**src/rtl/mem_arbiter_pkg.sv**
```systemverilog
// Shared bus definitions for the instruction/data memory arbiter: state
// encodings, port-select constants and the wait-counter width.
package mem_arbiter_pkg;

    typedef enum logic [1:0] {
        StIdle  = 2'b00,
        StBusyI = 2'b01,
        StBusyD = 2'b10
    } arb_state_e;

    typedef enum logic {
        PortI = 1'b0,
        PortD = 1'b1
    } port_sel_e;

    localparam int unsigned WaitCntW = 8;

endpackage

```
**src/rtl/mem_arbiter.sv**
```systemverilog
// Two-master (instruction fetch / data) arbiter onto one downstream memory port,
// with optional round-robin on contention and a downstream wait timeout.
module mem_arbiter
    import mem_arbiter_pkg::*;
#(
    parameter bit          ROUND_ROBIN = 1'b1,
    parameter int unsigned TIMEOUT     = 255
) (
    input  logic        clk,
    input  logic        reset,

    input  logic        i_valid,
    output logic        i_ready,
    input  logic [31:0] i_addr,
    output logic [31:0] i_rdata,

    input  logic        d_valid,
    output logic        d_ready,
    input  logic [31:0] d_addr,
    input  logic [31:0] d_wdata,
    input  logic [3:0]  d_wstrb,
    output logic [31:0] d_rdata,

    output logic        m_valid,
    output logic [31:0] m_addr,
    output logic [31:0] m_wdata,
    output logic [3:0]  m_wstrb,
    input  logic        m_ready,
    input  logic [31:0] m_rdata,

    output logic        bus_err
);

    localparam logic [WaitCntW-1:0] TimeoutCnt = WaitCntW'(TIMEOUT);

    arb_state_e          state_q, state_d;
    port_sel_e           last_q, last_d;
    logic [WaitCntW-1:0] cnt_q, cnt_d;
    logic [31:0]         addr_q, addr_d;
    logic [31:0]         wdata_q, wdata_d;
    logic [3:0]          wstrb_q, wstrb_d;
    logic                pick_d;
    logic                done;
    logic                timed_out;

    assign timed_out = (cnt_q >= TimeoutCnt);

    always_comb begin
        state_d = state_q;
        last_d  = last_q;
        cnt_d   = cnt_q;
        addr_d  = addr_q;
        wdata_d = wdata_q;
        wstrb_d = wstrb_q;
        pick_d  = 1'b0;
        done    = 1'b0;

        unique case (state_q)
            StIdle: begin
                // D wins when alone, always in fixed priority, or when I was served last.
                pick_d = d_valid && (!i_valid || !ROUND_ROBIN || (last_q == PortI));
                if (i_valid || d_valid) begin
                    cnt_d = '0;
                    if (pick_d) begin
                        state_d = StBusyD;
                        addr_d  = d_addr;
                        wdata_d = d_wdata;
                        wstrb_d = d_wstrb;
                    end else begin
                        state_d = StBusyI;
                        addr_d  = i_addr;
                        wdata_d = '0;
                        wstrb_d = '0;
                    end
                end
            end
            StBusyI, StBusyD: begin
                if (m_ready || timed_out) begin
                    done    = 1'b1;
                    state_d = StIdle;
                    last_d  = (state_q == StBusyD) ? PortD : PortI;
                end else begin
                    cnt_d = cnt_q + WaitCntW'(1);
                end
            end
            default: state_d = StIdle;
        endcase
    end

    // Outputs are gated by reset so an in-flight transfer never completes during reset.
    assign m_valid = (state_q != StIdle) && !reset;
    assign m_addr  = addr_q;
    assign m_wdata = wdata_q;
    assign m_wstrb = wstrb_q;

    assign i_ready = done && (state_q == StBusyI) && !reset;
    assign d_ready = done && (state_q == StBusyD) && !reset;
    assign bus_err = done && !m_ready && !reset;

    assign i_rdata = (i_ready && !m_ready) ? '0 : m_rdata;
    assign d_rdata = (d_ready && !m_ready) ? '0 : m_rdata;

    always_ff @(posedge clk) begin
        if (reset) begin
            state_q <= StIdle;
            last_q  <= PortI;
            cnt_q   <= '0;
            addr_q  <= '0;
            wdata_q <= '0;
            wstrb_q <= '0;
        end else begin
            state_q <= state_d;
            last_q  <= last_d;
            cnt_q   <= cnt_d;
            addr_q  <= addr_d;
            wdata_q <= wdata_d;
            wstrb_q <= wstrb_d;
        end
    end

endmodule

```
**config.mk**
```make
export PLATFORM = sky130hd
export DESIGN_NAME = mem_arbiter
export DESIGN_NICKNAME = d
export VERILOG_FILES = /design/src/rtl/mem_arbiter_pkg.sv /design/src/rtl/mem_arbiter.sv
export SDC_FILE = /design/constraint.sdc
export NUM_CORES = 1
export LEC_CHECK = 0
export BUFFER_PORTS_ARGS = -buffer_cell sky130_fd_sc_hd__buf_4
export CAP_MARGIN = 5
export CORE_AREA = 2 2 105 107
export DETAILED_ROUTE_END_ITERATION = 6
export DIE_AREA = 0 0 107 109
export GPL_TIMING_DRIVEN = 1
export PLACE_DENSITY = 0.76
export SLEW_MARGIN = 30
export SYNTH_ARGS = -nofsm -noshare
export SYNTH_HDL_FRONTEND = slang
export SYNTH_SLANG_ARGS = --single-unit
```
**constraint.sdc**
```tcl
create_clock -name clk -period 5.6 [get_ports clk]
set_input_delay 1.12 -clock clk [delete_from_list [all_inputs] [get_ports clk]]
set_output_delay 1.12 -clock clk [all_outputs]
set_load 0.03 [all_outputs]
```
# Yosys cells after proc, flatten, opt, wreduce, memory -nomap -nowiden
# Index checks and enable logic that the tools add are counted.
[word_totals]
ff_bits = 79
out_inout_bits = 136
word_cells = 53
[classes]
n_addsub = 1
order_cmp = 1
eq_ne = 5
n_mux = 15
n_bitwise = 1
reduce_logical = 24
[op_table]
columns = ["operator", "n"]
rows = [
  ["2-to-1 mux 32 bit", 4],
  ["2-to-1 mux 8 bit", 2],
  ["one-hot mux 8 bit (2 select lines)", 1],
  ["logical AND 1 bit", 10],
  ["adder 8 x 1 -> 8 bit (second input constant)", 1],
  ["greater-or-equal comparator 8 bit (second input constant)", 1],
  ["2-to-1 mux 2 bit", 3],
  ["inequality test 2 bit (second input constant)", 3],
  ["AND reduction 2 bit", 3],
  ["2-to-1 mux 4 bit", 1],
  ["one-hot mux 2 bit (2 select lines)", 1],
  ["nonzero test 2 bit", 2],
  ["logical NOT 1 bit", 3],
  ["logical OR 1 bit", 3],
  ["2-to-1 mux 1 bit", 3],
  ["AND reduction 3 bit", 1],
  ["== test 2 x 1 -> 1 bit (second input constant)", 1],
  ["== test 2 bit (second input constant)", 1],
  ["logical NOT 2 bit", 1],
  ["OR reduction 2 bit", 1],
  ["NOT 1 bit", 1],
]

# Longest topological paths before layout
# Gate-level depths: netlist of run 1.
[logic_depth]
depth_word = 8
depth_mapped = 7
depth_no_buf = 6

# Worst setup path after synthesis of run 1
# Ideal clock, no wire load.
[synth_path]
path_kind = "in2out"
startpoint = "in reset"
endpoint = "out d_rdata[10]"
arrival_ps = 2458
required_ps = 4480
slack_ps = 2022
stages = 5
n_path_buf = 1
path_cell_list = "or3b_4 -> nor3_4 -> nand2_4 -> buf_6 -> and2_1"
[synth_via]
elab_chain_cells = 4
[synth_lines]
columns = ["element", "line_no", "rtl"]
rows = [
  ["start, declared", "mem_arbiter.sv:10", "input logic reset,"],
  ["logical NOT 1 bit", "mem_arbiter.sv:97", "assign d_ready = done && (state_q == StBusyD) && !reset;"],
  ["logical AND 1 bit", "mem_arbiter.sv:97", ""],
  ["logical AND 1 bit", "mem_arbiter.sv:101", "assign d_rdata = (d_ready && !m_ready) ? '0 : m_rdata;"],
  ["2-to-1 mux 32 bit", "mem_arbiter.sv:101", ""],
  ["end, declared", "mem_arbiter.sv:22", "output logic [31:0] d_rdata,"],
]
# Every way passes these cells.

# Worst setup path in the final report of run 1
[layout_path]
startpoint = "in reset"
endpoint = "out i_rdata[26]"
[layout_via]
elab_chain_cells = 4
[layout_lines]
columns = ["element", "line_no", "rtl"]
rows = [
  ["logical NOT 1 bit", "mem_arbiter.sv:96", "assign i_ready = done && (state_q == StBusyI) && !reset;"],
  ["logical AND 1 bit", "mem_arbiter.sv:96", ""],
  ["logical AND 1 bit", "mem_arbiter.sv:100", "assign i_rdata = (i_ready && !m_ready) ? '0 : m_rdata;"],
  ["2-to-1 mux 32 bit", "mem_arbiter.sv:100", ""],
  ["end, declared", "mem_arbiter.sv:15", "output logic [31:0] i_rdata,"],
]
# Every way passes these cells.

==> results of run 1 <==
cells in the final DEF (no fill, tap or decap), drive strengths merged, types with 2 or more instances in the layout:
| master | instances |
|---|---|
| and2 | 65 |
| nor2 | 73 |
| or3 | 2 |
| clkinv | 2 |
| ha | 4 |
| buf | 274 |
| o211ai | 2 |
| mux2i | 32 |
| a211oi | 33 |
| and3 | 5 |
| a22oi | 36 |
| bufinv | 2 |
| nand3 | 6 |
| nand2 | 9 |
| a31oi | 4 |
| clkbuf | 11 |
| inv | 6 |
| nor3 | 3 |
| o21ai | 6 |
| nand4 | 3 |
| a21oi | 5 |
| o32ai | 2 |
| dfxtp | 79 |
Yosys cell counts, drive strengths merged, types with 3 or more instances:
cell type	instances
a211oi	33
a21oi	5
a22oi	36
a31oi	4
and2	65
and3	5
buf	20
clkbuf	15
dfxtp	79
ha	4
inv	6
mux2i	32
nand2	9
nand3	6
nand4	3
nor2	73
nor3	3
o21ai	6
cell families (layout without fill, tap and decap cells):
logic type / count (synthesis) / in the layout / synth area share, %
AND/OR/NAND/NOR: 171 / 171 / 23.80
multiplexers: 32 / 32 / 8.474
AO/OA/AOI/OAI: 96 / 96 / 18.80
buffers and inverters: 41 / 296 / 5.759
adder cells (fa/ha/maj): 4 / 4 / 1.324
flip-flops: 79 / 79 / 41.84
routing by layer:
layer | vias up | track usage (%) | wire, µm
li1 | 1988 | - | -
met1 | 1756 | 23.60 | 4834
met2 | 170 | 31.76 | 5702
met3 | 9 | 5.499 | 894
met4 | 0 | 5.380 | 124
met5 | - | 0 | 0
flip-flops by register name, indices dropped and copies added (netlist names):
register / count
state_q: 2
m_wstrb: 4
cnt_q: 8
m_wdata: 32
last_q: 1
m_addr: 32
worst reg2reg max path, delay by kind of cell, from the launching register on:
family          cells  cell delay [ns]
buf+inv             1             0.08
compound gates      3             0.67
fa+ha+maj           1             0.43
flops               1             0.35
simple gates        1             0.45
worst paths after layout:
kind                from     endpoint  slack [ns]  depth (start not counted)
max                reset  i_rdata[26]        1.53                          6
max reg2reg   state_q[0]     cnt_q[6]        3.56                          6
min reg2reg  m_wdata[11]  m_wdata[11]        0.50                          2
min          m_wdata[11]  m_wdata[11]        0.50                          2
layout make-up:
class	instances	area share, %
Timing Repair Buffer	274	33.92
Clock buffer	11	2.332
Tap cell	140	2.889
Sequential cell	79	26.08
Clock inverter	5	1.341
Multi-Input combinational cell	303	33.06
Inverter	6	0.3714
where the power goes:
group / internal, mW / switching (mW) / total, mW
clock network: 0.263 / 0.203 / 0.466
logic: 0.234 / 0.324 / 0.558
registers: 0.616 / 0.0313 / 0.647
total: 1.11 / 0.558 / 1.67
==> summary.txt, run 1 <==
Floorplan
  – Initial cell density of the core: between 30% and 40%
  – Vertical die dimension: between 100 and 150 µm
  – Floorplan die area: between 10000 and 15000 µm²
  – Std cell rows: 38
  – Die span in x: between 100 and 150 µm
  – Core region area: between 10000 and 15000 µm²
  – Ports: between 200 and 300

Clocking
  – Postcts setup bufs: 0
  – Number of buffers added to fix hold violations after cts: 0
  – Clock root buffer master: sky130_fd_sc_hd__clkbuf_8
  – Clock tree from TritonCTS: yes
  – H-tree levels: 3
  – CTS sink count: just under 80
  – CTS Buf Count: 9
  – Worst-Skew Late Latency: about 0.34 ns
  – Post-CTS Resized: 0
  – Max Buffers Root-to-Sink: 2
  – Clock-pin slew of the registers on the worst-case setup and hold paths: ~0.070 ns

Final layout
  – Antenna cells: 0
  – Nets: 814
  – Post-Route Utilization: a little under three fifths
  – Seq. cell area: 1582 µm²
  – Area of the multi-input gates: between 2000 and 2500 µm²
  – Proportion of layout cells with a drive suffix above 1: a little under half
  – Layout overhead on the synthesized area: 60.41%
  – Final instance count without filler cells: roughly 800
  – Final design area excluding fillers: 6063 µm²
  – Fill count: 961

Timing
  – Least-Margin Pin Slew: 0.8112 ns
  – Final period demand of the worst path: 4.072 ns
  – Achievable Freq: about 250 MHz
  – Worst clock skew: around 0.0098 ns
  – Final worst setup slack: around 1.5 ns
  – Finish-stage setup viols: 0
  – TNS Setup: 0 ns
  – Worst slack on hold paths: between 0.5 and 0.6 ns
  – Setup repair after global routing missed its margin: false
  – Final Hold Fails: 0
  – Max-slew headroom at the worst pin: a little under half
  – Final period utilization: 72.71%
  – Fin. max-slew vios: 0

Route
  – WL per Instance: approximately 14 µm
  – Total number of vias: just under 4000
  – Final WL: roughly 12000 µm
  – Vias per inst: 4.796
  – Post-route DRC: 0
  – 1st-pass router iterations: 4
  – Number of DRC markers after the initial detailed-route iteration: 251
  – Antenna viol nets, final: 0

GRT
  – Number of global-route vias before repair: ~3600
  – Final global-route overflow total: 0
  – First-pass GRT wire length: 17640 µm
  – Antenna violations before repair: 0
  – Global-route usage over all layers: between 10% and 20%
  – Largest net degree at the start of global routing: 80

Critical path
  – Crit path buf inv count: 2
  – Cell repeated most along the worst path: sky130_fd_sc_hd__buf_4
  – CP top delay family: simple AND/OR/NAND/NOR gates
  – Critical Path AT: between 2 and 3 ns
  – Largest driver fanout on the critical path: 79
  – Crit. End Element: output port
  – Max incr delay on CP: 0.54 ns
  – Worst EP required: roughly 4.5 ns
  – Setup CP Type: input pin to output port
  – Kind of start point of the critical path: input pin
  – Cells traversed along the worst timing path: buf_4 > or3b_4 > nor3_4 > nand2_4 > and2_1 > buf_4
  – Max stage delay cell, worst path: sky130_fd_sc_hd__or3b_4

Logic synthesis
  – Yosys top cell by area: sky130_fd_sc_hd__dfxtp_1
  – Top-area cell type share of the netlist area: a little over two fifths
  – Async S/R FF share, synth: 0%
  – Synth Warn #: 0
  – Post-Synthesis Cells: between 400 and 500
  – Ranking of synthesized cells by area: sky130_fd_sc_hd__dfxtp_1 (42%), sky130_fd_sc_hd__and2_1 (10%), sky130_fd_sc_hd__mux2i_1 (8.5%), sky130_fd_sc_hd__nor2_1 (7.2%), sky130_fd_sc_hd__a22oi_1 (7.1%)
  – Synthesized area: about 3800 µm²
  – Portion of the post-synthesis area used by sequential elements: a little over two fifths
  – Cell variety after synth: 42
  – Number of nets produced by synthesis: 564
  – Most used flip-flop cell after synthesis: sky130_fd_sc_hd__dfxtp_1
  – Post-synth EDFFs: 0
  – Avg Synthesized Cell Area: 8.936 µm²
  – Synthesized flop and latch total: 79

Place
  – Placed Area: roughly 5800 µm²
  – IO Port Bufs: 272
  – Last weighted congestion value of the routability-driven placer: around 0.89
  – Post-place setup slack: roughly 1.6 ns
  – Post-detailed-placement half-perimeter wirelength: a little under 9000 µm
  – Cell count after placement: roughly 800

Pwr
  – Design Power: between 1.5 and 2 mW
  – Leakage power of the design: 2.904 nW
  – Power Density: approximately 280 nW/µm²
  – Peak VDD IR: 0.1362 mV

Worst hold path
  – Kind of path behind the tightest hold check: flop to flop

Job
  – Number of maximum-capacitance constraint violations: 0

Status
  – Outcome: finished clean
(Power assumes the default switching activity.)
==> run 2: changes to the inputs <==
PLACE_DENSITY = 0.79   (was 0.76)
clock period = 3.56 ns   (was 5.6 ns; I/O delays follow)
==> run 2 against run 1 <==
Compared with the run above:
- first-iteration DRC count fell by 9.2%
- sequential power rose by 58%
- register-to-register slack got worse by 2.1 ns
- power rose by 50%
- sequential share of layout area rose by 0.11 points
- flip-flop and latch count did not move
- global-route usage fell by 0.12 points
- non-clock buffer count rose by 3
- largest power group unchanged
==> summary.txt, run 2 (same netlist as run 1, synthesis figures left out) <==
Status
  – Outcome: finished clean

Job
  – Number of maximum-capacitance constraint violations: 0

Clocking
  – Clock tree from TritonCTS: yes
  – Clock root buffer master: sky130_fd_sc_hd__clkbuf_8
  – Post-CTS Resized: 0
  – H-tree levels: 3
  – Clock-pin slew of the registers on the worst-case setup and hold paths: 0.07 ns
  – CTS sink count: between 70 and 80
  – CTS Buf Count: 9
  – Max Buffers Root-to-Sink: 2
  – Number of buffers added to fix hold violations after cts: 0
  – Postcts setup bufs: 0
  – Worst-Skew Late Latency: 0.34 ns

Final layout
  – Final instance count without filler cells: around 800
  – Commonest cells after routing, fill and taps aside: sky130_fd_sc_hd__buf_4 (277), sky130_fd_sc_hd__dfxtp_1 (79), sky130_fd_sc_hd__nor2_1 (73)
  – Layout overhead on the synthesized area: 59.72%
  – Antenna cells: 0
  – Most common cell after layout, fill and taps aside: sky130_fd_sc_hd__buf_4
  – Proportion of layout cells with a drive suffix above 1: 45.44%
  – Nets: about 800

Floorplan
  – Initial cell density of the core: between 30% and 40%
  – Ports: around 270
  – Std cell rows: 38
  – Vertical die dimension: 109 µm
  – Floorplan die area: 11660 µm²
  – Core region area: between 10000 and 15000 µm²
  – Die span in x: around 110 µm

Worst hold path
  – Kind of path behind the tightest hold check: flop to flop
  – Number of stages on the worst hold path: 2

Timing
  – Final Hold Fails: 0
  – Achievable Freq: approximately 310 MHz
  – Worst clock skew: 0.01175 ns
  – Least-Margin Pin Slew: 0.8078 ns
  – Fin. max-slew vios: 0
  – Setup repair after global routing missed its margin: false
  – Final period demand of the worst path: ~3.2 ns
  – Finish-stage setup viols: 0
  – Max-slew headroom at the worst pin: ~46%
  – Final period utilization: 90.53%
  – TNS Setup: 0 ns

Pwr
  – Internal power contribution: 1.630 mW
  – Power Density: a little over 400 nW/µm²
  – Peak VDD IR: 0.2155 mV
  – Flop pwr share: about two fifths
  – Switching pwr: a little under 0.9 mW
  – Clock network power share: 24.1%
  – Leakage power of the design: 2.895 nW
  – Sw frac: 34.90%
  – Combinational cell fraction of total power: a little over a third

Critical path
  – Number of cells traversed by the worst register-to-register path: 6
  – Kind of start point of the critical path: flop
  – Worst EP required: roughly 2.9 ns
  – Crit. End Element: output port
  – Setup CP Type: flop to output port
  – Largest driver fanout on the critical path: 32
  – Critical Path AT: around 2.5 ns

Route
  – 1st-pass router iterations: 4
  – Post-route DRC: 0
  – Number of DRC markers after the initial detailed-route iteration: approximately 230
  – Final WL: 11570 µm
  – WL per Instance: about 14 µm
  – Antenna viol nets, final: 0
  – Total number of vias: roughly 4000
  – Vias per inst: 4.823

GRT
  – Antenna violations before repair: 0
  – Number of global-route vias before repair: between 3000 and 4000
  – First-pass GRT wire length: around 18000 µm
  – Global-route usage over all layers: 18.76%
  – Final global-route overflow total: 0
  – Largest net degree at the start of global routing: 79

Place
  – Cell count after placement: ~810
  – IO Port Bufs: approximately 270
  – Post-detailed-placement half-perimeter wirelength: roughly 9000 µm
  – Last weighted congestion value of the routability-driven placer: slightly above 0.9
## run 2: changes by cell type in the layout (fill, tap and decap cells not counted)
cell / before / now
sky130_fd_sc_hd__buf_4: 274 / 277
sky130_fd_sc_hd__clkbuf_1: 1 / 0
sky130_fd_sc_hd__o21a_2: 0 / 1
sky130_fd_sc_hd__clkinvlp_4: 1 / 2
sky130_fd_sc_hd__clkinv_4: 1 / 0
sky130_fd_sc_hd__clkbuf_8: 10 / 11
sky130_fd_sc_hd__o21a_4: 1 / 0
sky130_fd_sc_hd__bufinv_16: 2 / 0
sky130_fd_sc_hd__inv_6: 0 / 1
## run 2: path summary, 6_finish.rpt
path / from / endpoint / slack (ns)
min reg2reg: m_addr[3] / m_addr[3] / 0.50
min: m_addr[3] / m_addr[3] / 0.50
max: state_q[0] / i_rdata[24] / 0.34
max reg2reg: state_q[0] / m_addr[4] / 1.49
## run 2: area by class of cell
cell class              instances  area [µm²]
clock buffers                  11       151.4
clock inverters                 4       28.78
fillers                       935        4566
inverters                       6       22.52
multi-input cells             303        1998
flip-flops and latches         79        1582
well taps                     140       175.2
repair buffers                277        2079
## run 2: stage by stage
| step | total power [mW] | instance area [µm²] | worst slack (ns) | hold slack, ns | util, % |
|---|---|---|---|---|---|
| finish | 2.503 | 6037 | 0.3370 | 0.5010 | 56.94 |
| global route | 2.640 | 6037 | 0.1612 | 0.5264 | 56.94 |
| CTS | 2.535 | 6037 | 0.3241 | 0.5063 | 56.94 |
| detailed placement | 1.923 | 5857 | 0.7101 | 0.4861 | 55.24 |
| global placement | 1.909 | 5856 | 0.7452 | 0.4743 | 55.23 |
| floorplan | 1.551 | 3780 | 0.7613 | 0.4603 | - |
## run 2: worst max-delay path, cell delays in order (launching register included)
cell and delay (ns):
sky130_fd_sc_hd__dfxtp_1 0.34, sky130_fd_sc_hd__inv_1 0.07, sky130_fd_sc_hd__ha_1 0.42, sky130_fd_sc_hd__or3b_4 0.45, sky130_fd_sc_hd__nor3_4 0.25, sky130_fd_sc_hd__nand2_4 0.22, sky130_fd_sc_hd__and2_1 0.25, sky130_fd_sc_hd__buf_4 0.17
## run 2: power groups by stage
stage	Sequential, mW	Combinational, mW	Clock [mW]
2_1_floorplan	1.19	0.362	0
3_3_place_gp	1.03	0.878	0
3_5_place_dp	1.03	0.888	0
5_1_grt	1.03	0.946	0.666
6_report	1.02	0.884	0.603
4_1_cts	1.02	0.890	0.629
## run 2: per-layer routing
| layer | global-route usage (%) | up-vias | wire length [µm] |
|---|---|---|---|
| met4 | 5.288 | 0 | 136 |
| met1 | 22.88 | 1784 | 4757 |
| li1 | - | 1993 | - |
| met2 | 32.71 | 168 | 5823 |
| met3 | 4.901 | 10 | 854 |
| met5 | 0 | - | 0 |
==> run 3: changes to the inputs <==
ABC_AREA = 1   (was default)
CORE_AREA = default   (was 2 2 105 107)
CORE_MARGIN = 1.5   (was default)
CORE_UTILIZATION = 37   (was default)
CTS_BUF_LIST = sky130_fd_sc_hd__clkbuf_16   (was default)
DIE_AREA = default   (was 0 0 107 109)
PLACE_DENSITY = 0.8   (was 0.79)
==> run 3 against run 2 <==
Compared with the run above:
- global-route usage increased by 3.8 points
- routed wire length increased by 11%
- sequential power about the same
- clock skew decreased by 0.0053 ns
- non-clock buffer count unchanged
- maximum frequency increased by 5.4%
- combinational power decreased by 0.6%
- largest cell class unchanged
- largest power group unchanged
==> summary.txt, run 3 <==
Logic synthesis
  – Cell variety after synth: 26
  – Async S/R FF share, synth: 0%
  – Portion of the post-synthesis area used by sequential elements: 40.73%
  – Synthesized area: roughly 3900 µm²
  – Ranking of synthesized cells by area: sky130_fd_sc_hd__dfxtp_1 (41%), sky130_fd_sc_hd__nand2_1 (19%), sky130_fd_sc_hd__nand3_1 (6.6%), sky130_fd_sc_hd__a21oi_1 (5.9%), sky130_fd_sc_hd__a31oi_1 (5.2%)
  – Post-synth EDFFs: 0
  – Post-Synthesis Cells: slightly below 600
  – Top-count cell post-synth: sky130_fd_sc_hd__nand2_1
  – Number of nets produced by synthesis: ~730
  – Synth Warn #: 0
  – Top cells by instance count after synthesis: sky130_fd_sc_hd__nand2_1 (193), sky130_fd_sc_hd__dfxtp_1 (79), sky130_fd_sc_hd__nand3_1 (51), sky130_fd_sc_hd__a21oi_1 (46), sky130_fd_sc_hd__inv_1 (42)
  – Yosys top cell by area: sky130_fd_sc_hd__dfxtp_1
  – Synthesized flop and latch total: just under 80
  – Most used flip-flop cell after synthesis: sky130_fd_sc_hd__dfxtp_1
  – Top-area cell type share of the netlist area: between 40% and 50%
  – Avg Synthesized Cell Area: ~6.6 µm²

Route
  – 1st-pass router iterations: 4
  – WL per Instance: between 10 and 15 µm
  – Antenna viol nets, final: 0
  – Vias per inst: about 4.7
  – Final WL: roughly 13000 µm
  – Post-route DRC: 0
  – Number of DRC markers after the initial detailed-route iteration: between 200 and 300
  – Total number of vias: about 4600

Final layout
  – Proportion of layout cells with a drive suffix above 1: around two fifths
  – Most common cell after layout, fill and taps aside: sky130_fd_sc_hd__buf_4
  – Commonest cells after routing, fill and taps aside: sky130_fd_sc_hd__buf_4 (277), sky130_fd_sc_hd__nand2_1 (193), sky130_fd_sc_hd__dfxtp_1 (79)
  – Final design area excluding fillers: about 6300 µm²
  – Fill count: 978
  – Post-Route Utilization: between 60% and 70%
  – Area of the multi-input gates: between 1500 and 2000 µm²
  – Layout overhead on the synthesized area: 61.84%
  – Nets: just under 1000
  – Seq. cell area: about 1600 µm²
  – Final instance count without filler cells: 981

Timing
  – Worst slack on hold paths: roughly 0.47 ns
  – TNS Setup: 0 ns
  – Setup repair after global routing missed its margin: false
  – Finish-stage setup viols: 0
  – Final period demand of the worst path: approximately 3.1 ns
  – Worst clock skew: about 0.0064 ns
  – Achievable Freq: ~330 MHz
  – Max-slew headroom at the worst pin: between 40% and 50%
  – Final period utilization: a little under nine tenths
  – Fin. max-slew vios: 0
  – Final Hold Fails: 0
  – Least-Margin Pin Slew: around 0.8 ns

Critical path
  – Crit. End Element: output port
  – Worst EP required: 2.85 ns
  – Number of cells traversed by the worst register-to-register path: 6
  – Critical Path AT: around 2.4 ns
  – Setup CP Type: flop to output port
  – FF-to-FF End: m_addr[2]
  – Timing startpoint of the critical path: state_q[1]
  – Flop-to-flop setup slack: 1.53 ns
  – Kind of start point of the critical path: flop
  – Largest driver fanout on the critical path: 32
  – Worst flop-to-flop path startpoint: state_q[0]

Clocking
  – Post-CTS Resized: 0
  – Clock root buffer master: sky130_fd_sc_hd__clkbuf_16
  – Number of buffers added to fix hold violations after cts: 0
  – Worst-Skew Late Latency: between 0.3 and 0.4 ns
  – CTS sink count: 79
  – CTS Buf Count: 9
  – Max Buffers Root-to-Sink: 2
  – Clock-pin slew of the registers on the worst-case setup and hold paths: roughly 0.060 ns
  – Clock tree from TritonCTS: yes
  – H-tree levels: 3
  – Postcts setup bufs: 0

Worst hold path
  – Hold_sp: m_wdata[10]
  – Capture endpoint of the worst hold path: m_wdata[10]
  – Kind of path behind the tightest hold check: flop to flop
  – Number of stages on the worst hold path: 2

Job
  – Number of maximum-capacitance constraint violations: 0

Pwr
  – Leakage power of the design: ~3.3 nW
  – Peak VDD IR: roughly 0.25 mV
  – Power Density: roughly 460 nW/µm²

Status
  – Outcome: finished clean

Place
  – Post-detailed-placement half-perimeter wirelength: 9463 µm
  – Cell count after placement: between 900 and 1000
  – Placed Area: 5958 µm²
  – Last weighted congestion value of the routability-driven placer: 0.8612
  – IO Port Bufs: 272

GRT
  – Largest net degree at the start of global routing: 67
  – First-pass GRT wire length: 20190 µm
  – Number of global-route vias before repair: between 4000 and 5000
  – Global-route usage over all layers: 22.57%
  – Antenna violations before repair: 1
  – Final global-route overflow total: 0

Floorplan
  – Die span in x: 105.4 µm
  – Vertical die dimension: ~110 µm
  – Core region area: about 10000 µm²
  – Floorplan die area: about 11000 µm²
  – Std cell rows: 37
  – Initial cell density of the core: 37.95%
  – Ports: between 200 and 300
==> run 3: changes by cell type after synthesis, sizes merged, moves of 28 or more <==
cell,delta
a211oi,-33
a21oi,+41
a22oi,-36
a31oi,+28
and2,-65
inv,+75
mux2i,-32
nand2,+191
nand3,+45
nor2,-58
o21ai,+29
==> run 3: final cells by class <==
type	count	share of cell area, %
tap	136	2.708
clock buffer	9	3.584
timing repair buffer	277	33.09
sequential	79	25.17
inverter	82	4.918
clock inverter	7	1.533
multi-input combinational	390	28.95
antenna	1	0.03982
==> run 3: worst max-delay path by stage <==
stage | to | cells after the start
2_1_floorplan | i_rdata[10] | 8
3_3_place_gp | d_rdata[16] | 10
3_5_place_dp | d_rdata[11] | 10
4_1_cts | d_rdata[11] | 10
5_1_grt | i_rdata[7] | 10
6_report | d_rdata[11] | 10
==> run 3: cell families (layout without fill, tap and decap cells) <==
kind of cell | Yosys count | count (layout) | synth area share, %
AND/OR/NAND/NOR | 273 | 273 | 29.39
other | 0 | 1 | 0
adder cells (fa/ha/maj) | 4 | 4 | 1.289
buffers and inverters | 122 | 375 | 12.70
AO/OA/AOI/OAI | 113 | 113 | 15.89
flip-flops | 79 | 79 | 40.73
==> run 3: critical path, stage by stage (launching register included) <==
cell	delay, ns
sky130_fd_sc_hd__dfxtp_1	0.36
sky130_fd_sc_hd__inv_1	0.07
sky130_fd_sc_hd__ha_1	0.36
sky130_fd_sc_hd__inv_2	0.12
sky130_fd_sc_hd__nor2_4	0.13
sky130_fd_sc_hd__nand2_1	0.10
sky130_fd_sc_hd__nor2_4	0.14
sky130_fd_sc_hd__nand2_2	0.34
sky130_fd_sc_hd__nand2_1	0.19
sky130_fd_sc_hd__inv_2	0.04
sky130_fd_sc_hd__buf_4	0.16
==> run 3: stage by stage <==
step / worst slack (ns) / power, mW
after CTS: 0.4872 / 2.918
after detailed placement: 0.8554 / 1.919
after global routing: 0.2767 / 3.028
final: 0.5021 / 2.892
after floorplan: 1.055 / 1.555
after global placement: 0.9039 / 1.912
==> run 3: where the power goes <==
| part | internal (mW) | total [mW] | switching (mW) |
|---|---|---|---|
| combinational | 0.342 | 0.879 | 0.537 |
| sequential | 0.970 | 1.02 | 0.0481 |
| clock | 0.618 | 0.995 | 0.376 |
==> run 3: routing by layer <==
layer,global-route usage [%],wire length [µm],up-vias
li1,-,-,2377
met1,24.02,4695,1997
met2,40.85,6631,198
met3,7.483,1209,21
met4,9.100,291,0
met5,0,0,-
